===== src/rtl/contador_vga.sv =====
// VGA timing base: pixel-rate divider plus horizontal/vertical position counters.
// Drives a registered hsinc and combinational visible-area and end-of-line/frame flags.
module contador_vga #(
  parameter int DIV       = 4,
  parameter int H_VISIBLE = 640,
  parameter int H_FP      = 16,
  parameter int H_SYNC    = 96,
  parameter int H_BP      = 48,
  parameter int V_VISIBLE = 480,
  parameter int V_FP      = 10,
  parameter int V_SYNC    = 2,
  parameter int V_BP      = 33
) (
  input  logic       clk,
  input  logic       reset,
  input  logic       habilitar,
  output logic       tick_pixel,
  output logic [9:0] cuenta_h,
  output logic [9:0] cuenta_v,
  output logic       hsinc,
  output logic       video_on,
  output logic       fin_linea,
  output logic       fin_cuadro
);
  localparam int H_TOTAL = H_VISIBLE + H_FP + H_SYNC + H_BP;
  localparam int V_TOTAL = V_VISIBLE + V_FP + V_SYNC + V_BP;

  localparam logic [9:0] H_LAST   = 10'(H_TOTAL - 1);
  localparam logic [9:0] V_LAST   = 10'(V_TOTAL - 1);
  localparam logic [9:0] HS_FIRST = 10'(H_VISIBLE + H_FP);
  localparam logic [9:0] HS_LAST  = 10'(H_VISIBLE + H_FP + H_SYNC - 1);
  localparam logic [9:0] H_VIS    = 10'(H_VISIBLE);
  localparam logic [9:0] V_VIS    = 10'(V_VISIBLE);

  logic [9:0] cuenta_h_q, cuenta_h_d;
  logic [9:0] cuenta_v_q, cuenta_v_d;
  logic       hsinc_q, hsinc_d;
  logic       tick;

  generate
    if (DIV == 1) begin : g_sin_div
      assign tick = habilitar;
    end else begin : g_div
      localparam int DW = $clog2(DIV);
      localparam logic [DW-1:0] D_LAST = DW'(DIV - 1);
      logic [DW-1:0] div_q, div_d;

      always_comb begin
        div_d = div_q;
        if (habilitar) div_d = (div_q >= D_LAST) ? '0 : div_q + DW'(1);
      end

      always_ff @(posedge clk or negedge reset) begin
        if (!reset) div_q <= '0;
        else        div_q <= div_d;
      end

      assign tick = habilitar && (div_q == D_LAST);
    end
  endgenerate

  always_comb begin
    cuenta_h_d = cuenta_h_q;
    cuenta_v_d = cuenta_v_q;
    if (tick) begin
      cuenta_h_d = (cuenta_h_q >= H_LAST) ? '0 : cuenta_h_q + 10'd1;
      if (cuenta_h_q == H_LAST)
        cuenta_v_d = (cuenta_v_q >= V_LAST) ? '0 : cuenta_v_q + 10'd1;
      else if (cuenta_v_q > V_LAST)
        cuenta_v_d = '0;
    end
    // Decode from the next count so the registered sync lines up with cuenta_h.
    hsinc_d = !((cuenta_h_d >= HS_FIRST) && (cuenta_h_d <= HS_LAST));
  end

  always_ff @(posedge clk or negedge reset) begin
    if (!reset) begin
      cuenta_h_q <= '0;
      cuenta_v_q <= '0;
      hsinc_q    <= 1'b1;
    end else begin
      cuenta_h_q <= cuenta_h_d;
      cuenta_v_q <= cuenta_v_d;
      hsinc_q    <= hsinc_d;
    end
  end

  assign tick_pixel = tick;
  assign cuenta_h   = cuenta_h_q;
  assign cuenta_v   = cuenta_v_q;
  assign hsinc      = hsinc_q;
  assign video_on   = (cuenta_h_q < H_VIS) && (cuenta_v_q < V_VIS);
  assign fin_linea  = tick && (cuenta_h_q == H_LAST);
  assign fin_cuadro = fin_linea && (cuenta_v_q == V_LAST);
endmodule


===== config.mk =====
export PLATFORM = sky130hd
export DESIGN_NAME = contador_vga
export DESIGN_NICKNAME = d
export VERILOG_FILES = /design/src/rtl/contador_vga.sv
export SDC_FILE = /design/constraint.sdc
export NUM_CORES = 1
export LEC_CHECK = 0
export BUFFER_PORTS_ARGS = -buffer_cell sky130_fd_sc_hd__buf_2
export CORE_MARGIN = 2
export CORE_UTILIZATION = 51
export CTS_BUF_LIST = sky130_fd_sc_hd__clkbuf_8
export CTS_CLUSTER_DIAMETER = 30
export DETAILED_ROUTE_END_ITERATION = 8
export PLACE_DENSITY = 0.75
export SYNTH_ARGS = -nofsm -noshare
export SYNTH_HDL_FRONTEND = slang
export SYNTH_SLANG_ARGS = --single-unit
export TNS_END_PERCENT = 10

===== constraint.sdc =====
create_clock -name clk -period 2.3 [get_ports clk]
set_input_delay 0.46 -clock clk [delete_from_list [all_inputs] [get_ports clk]]
set_output_delay 0.46 -clock clk [all_outputs]
set_load 0.03 [all_outputs]

Yosys cells after proc, flatten, opt, wreduce, memory -nomap -nowiden. Cells that the tools add are included.

Mux-type cells: 6. Reduce and logical (&&, ||, !) cells: 8. $add $sub $neg: 3. Magnitude comparators: 8. Eq/ne operators: 3.

Operators with widths (number): 10-bit 2-to-1 mux (5); 10-bit greater-or-equal comparator (second input constant) (3); 10-bit by 1-bit adder with 10-bit output (second input constant) (2); 10-bit equality test (second input constant) (2); 10-bit > comparator (second input constant) (1); 10-bit less-or-equal comparator (second input constant) (1); 10-bit less-than comparator (second input constant) (1); 10-bit by 9-bit less-than comparator with 1-bit output (second input constant) (1); 1-bit logical AND (5); 2-bit by 1-bit adder with 2-bit output (second input constant) (1); 2-bit equality test (second input constant) (1); 2-bit greater-or-equal comparator (second input constant) (1); 2-bit 2-to-1 mux (1); 2-bit AND reduction (1); 2-bit nonzero test (1); 1-bit zero test (1).

Register bits after elaboration: 23. Logic and storage cells: 32. Input port bits: 3. Output and inout bits: 25.

Longest topological paths before layout.
Word-level depth: 6. Mapped depth: 8.

Least setup slack after synthesis. Ideal clock, no wire load.

Path kind: reg-to-output. Start: reg cuenta_h_q[6], in the netlist cuenta_h[6]. End: out fin_cuadro. Data arrival time: 2.704 ns. Data required time: 1.840 ns. Slack: -0.864 ns. Stages on the path, launching flop included: 6. Path through: dfrtp_1 > clkbuf_8 > or3_4 > or4_4 > buf_6 > nor4_1.

Word-level cells in the longest chain between the ends: 3.

RTL lines: start: declaration (RTL line 35) `logic [9:0] cuenta_h_q, cuenta_h_d;`; start signal: assignment (RTL line 82) `cuenta_h_q <= cuenta_h_d;`; 10-bit equality test (RTL line 93) `assign fin_linea = tick && (cuenta_h_q == H_LAST);`; 1-bit logical AND (RTL line 93); 1-bit logical AND (RTL line 94) `assign fin_cuadro = fin_linea && (cuenta_v_q == V_LAST);`; end: declaration (RTL line 23) `output logic fin_cuadro`.

No other way between the ends.

Final worst setup path.
Start: reg cuenta_h_q[5], in the netlist cuenta_h[5]. End: out fin_cuadro.

The elaborated chain is that of the path after synthesis.

==> results.json <==
{
  "final_common_cell": "buf_2",
  "setup_viol_count_final": 1,
  "cts_sinks": 23,
  "worstPathArrival_ps": 1870,
  "async_reset_ff_frac": 1.00,
  "synth_area_per_cell_um2": 9.08,
  "post-dp-hpwl_mm": 2.59,
  "violations": "negative setup slack",
  "endpoint": "fin_cuadro",
  "pre_cts_slack_ps": 119,
  "die_y_um": 57.2,
  "grt_usage": 0.233,
  "reg2reg_from": "cuenta_h[5]",
  "syn-num-nets": 166,
  "grt_max_degree": 24,
  "critPathMaxFanout": 4,
  "wl_per_cell_um": 15.7,
  "period_needed_ps": 2330,
  "diodes": 0,
  "drt-initial-drc-count": 83,
  "cap_violations": 0,
  "vias_per_cell": 6.37,
  "antenna_found_initial": 0,
  "ir_drop_mv": 0.916,
  "final_antenna_net_count": 0,
  "layout_common_cells": "buf_2 (25), nand3_1 (21), dfrtp_1 (20), nand2_1 (17), buf_4 (17)",
  "cp-start-kind": "register",
  "layout_setup_ws_ps": -30.9,
  "grt_pass1_vias": 1293,
  "synth_cells": 159,
  "grt_pass1_wl_mm": 6.13,
  "portBuffers": 27,
  "critPathLaunch": "cuenta_h[5]",
  "dr_total_vias": 1465,
  "dpl-instance-area_mm2": 0.00166,
  "yosysSeqAreaShare": 0.399,
  "period_share": 1.01,
  "syn_area_mm2": 0.00144,
  "maxSlewViolCount": 0,
  "ff2ff_setup_slack_ps": 280,
  "tns_ps": -30.9,
  "gp_congestion": 0.830,
  "stdcell_area_mm2": 0.00175,
  "power_density_mw_per_mm2": 673,
  "min_path_type": "input port to asynchronous set/reset pin",
  "h-tree-depth": 1,
  "areaGrowthSynthToFinish_pct": 21.1,
  "cts_tree": "built",
  "die_area_mm2": 0.00327,
  "crit_path_end_kind": "output pin",
  "root_buffer": "clkbuf_8",
  "synth-edff-count": 0,
  "first_pass_iters": 4,
  "reg2regPathDepth": 5,
  "final_nets": 207,
  "coreArea_mm2": 0.00273,
  "rsz0062_at_grt": "true",
  "outcome": "complete, but fails checks",
  "ys.flop_type": "dfrtp_1",
  "clk_pin_slew_ps": 90,
  "cp.required_ps": 1840,
  "worst_pin_slew_ps": 595,
  "ys_warn_count": 0,
  "max_freq_ghz": 0.429,
  "finClkSkew_ps": 6.03,
  "yosysUniqueCellTypes": 45,
  "gr-total-overflow": 0,
  "r2r-end": "cuenta_v[8]",
  "drive_gt1_frac": 0.317,
  "drc": 0,
  "die_w_um": 57.2,
  "wl_mm": 3.60,
  "rows": 19,
  "synth_seq_cells": 23,
  "power_leakage_nw": 0.788,
  "maxSlewHeadroom": 0.601,
  "clkLatencyLatePin_ps": 270,
  "start_util": 0.528,
  "cts_max_path_buffers": 2,
  "numCtsBuffers": 3,
  "timing_hold_violations_final": 0,
  "critPathKind": "register to output pin",
  "io_pins": 28
}
-- registers in the layout, summed over array words and instances, names as in the netlist --
register and count:
cuenta_h 10, cuenta_v 10, g_div.div_q 2, hsinc 1
-- worst min path at each step --
stage	from	endpoint	depth (start not counted)
4_1_cts	reset	cuenta_h[4]	1
5_1_grt	reset	cuenta_h[3]	1
6_report	reset	g_div.div_q[0]	1
3_3_place_gp	reset	cuenta_h[8]	1
3_5_place_dp	reset	cuenta_h[8]	1
2_1_floorplan	reset	cuenta_h[0]	0
-- cell families after synthesis --
logic type | Yosys count | synth area share
adders and majority gates | 4 | 0.0347
DFF | 23 | 0.399
xor gates and xnor gates | 4 | 0.0243
buffers and inverters | 13 | 0.0581
and+or+nand+nor | 80 | 0.294
muxes | 2 | 0.0156
AOI/OAI and AO/OA | 33 | 0.174
-- what timing repair did --
item / in CTS / in global routing
resized for setup: 2 / 1
hold buffers: 0 / 0
buffers inserted: 4 / 1
pin swaps: 1 / 0
setup endpoints to repair: 2 / 2
-- critical path: stages (launching register included) --
cell and delay [ps]:
dfrtp_2 410, or3_4 380, or4_4 480, nor4_4 150, buf_4 190
-- synth_stat cells (2+ instances only) --
cell	count	area share
dfrtp_1	22	0.38
nand3_1	21	0.073
nand2_1	17	0.044
nor2_1	11	0.029
o21ai_0	10	0.035
nor3_1	8	0.028
nand4_1	6	0.026
inv_1	5	0.013
ha_1	4	0.035
nor4_1	4	0.017
o211ai_1	4	0.021
xnor2_1	4	0.024
buf_6	3	0.023
o31ai_1	3	0.016
a21o_1	2	0.010
a21oi_1	2	0.0069
a221o_1	2	0.014
clkbuf_1	2	0.0052
mux2_2	2	0.016
or4_1	2	0.010
-- power by group --
group | switching [mW] | internal [mW]
clock | 0.134 | 0.121
sequential | 0.0636 | 0.464
combinational | 0.242 | 0.154
-- per-stage QoR --
step                      power (mW)  utilization  std cells  hold slack (ps)
final                           1.18        0.640        230              162
after global routing            1.26        0.640        230              196
after CTS                       1.17        0.636        229              177
after detailed placement       0.893        0.606        221              469
after global placement         0.871        0.606        221              463
after floorplan                0.780            -        159              164
-- metal layers --
layer | vias up | GRT usage | wire length, µm
met5 | - | 0 | 0
met4 | 0 | 0.0664 | 50
met3 | 6 | 0.0272 | 166
met2 | 65 | 0.419 | 1880
met1 | 715 | 0.295 | 1510
li1 | 679 | - | -
-- cell type report --
| cell class | instances | area (µm²) |
|---|---|---|
| sequential | 23 | 579 |
| timing repair buffer | 43 | 260 |
| multi-input combinational | 123 | 801 |
| clock buffer | 3 | 41.3 |
| fill | 250 | 985 |
| inverter | 6 | 23.8 |
| tap | 31 | 38.8 |
| clock inverter | 1 | 5.00 |
No activity file was read; power rests on OpenSTA's default activity.
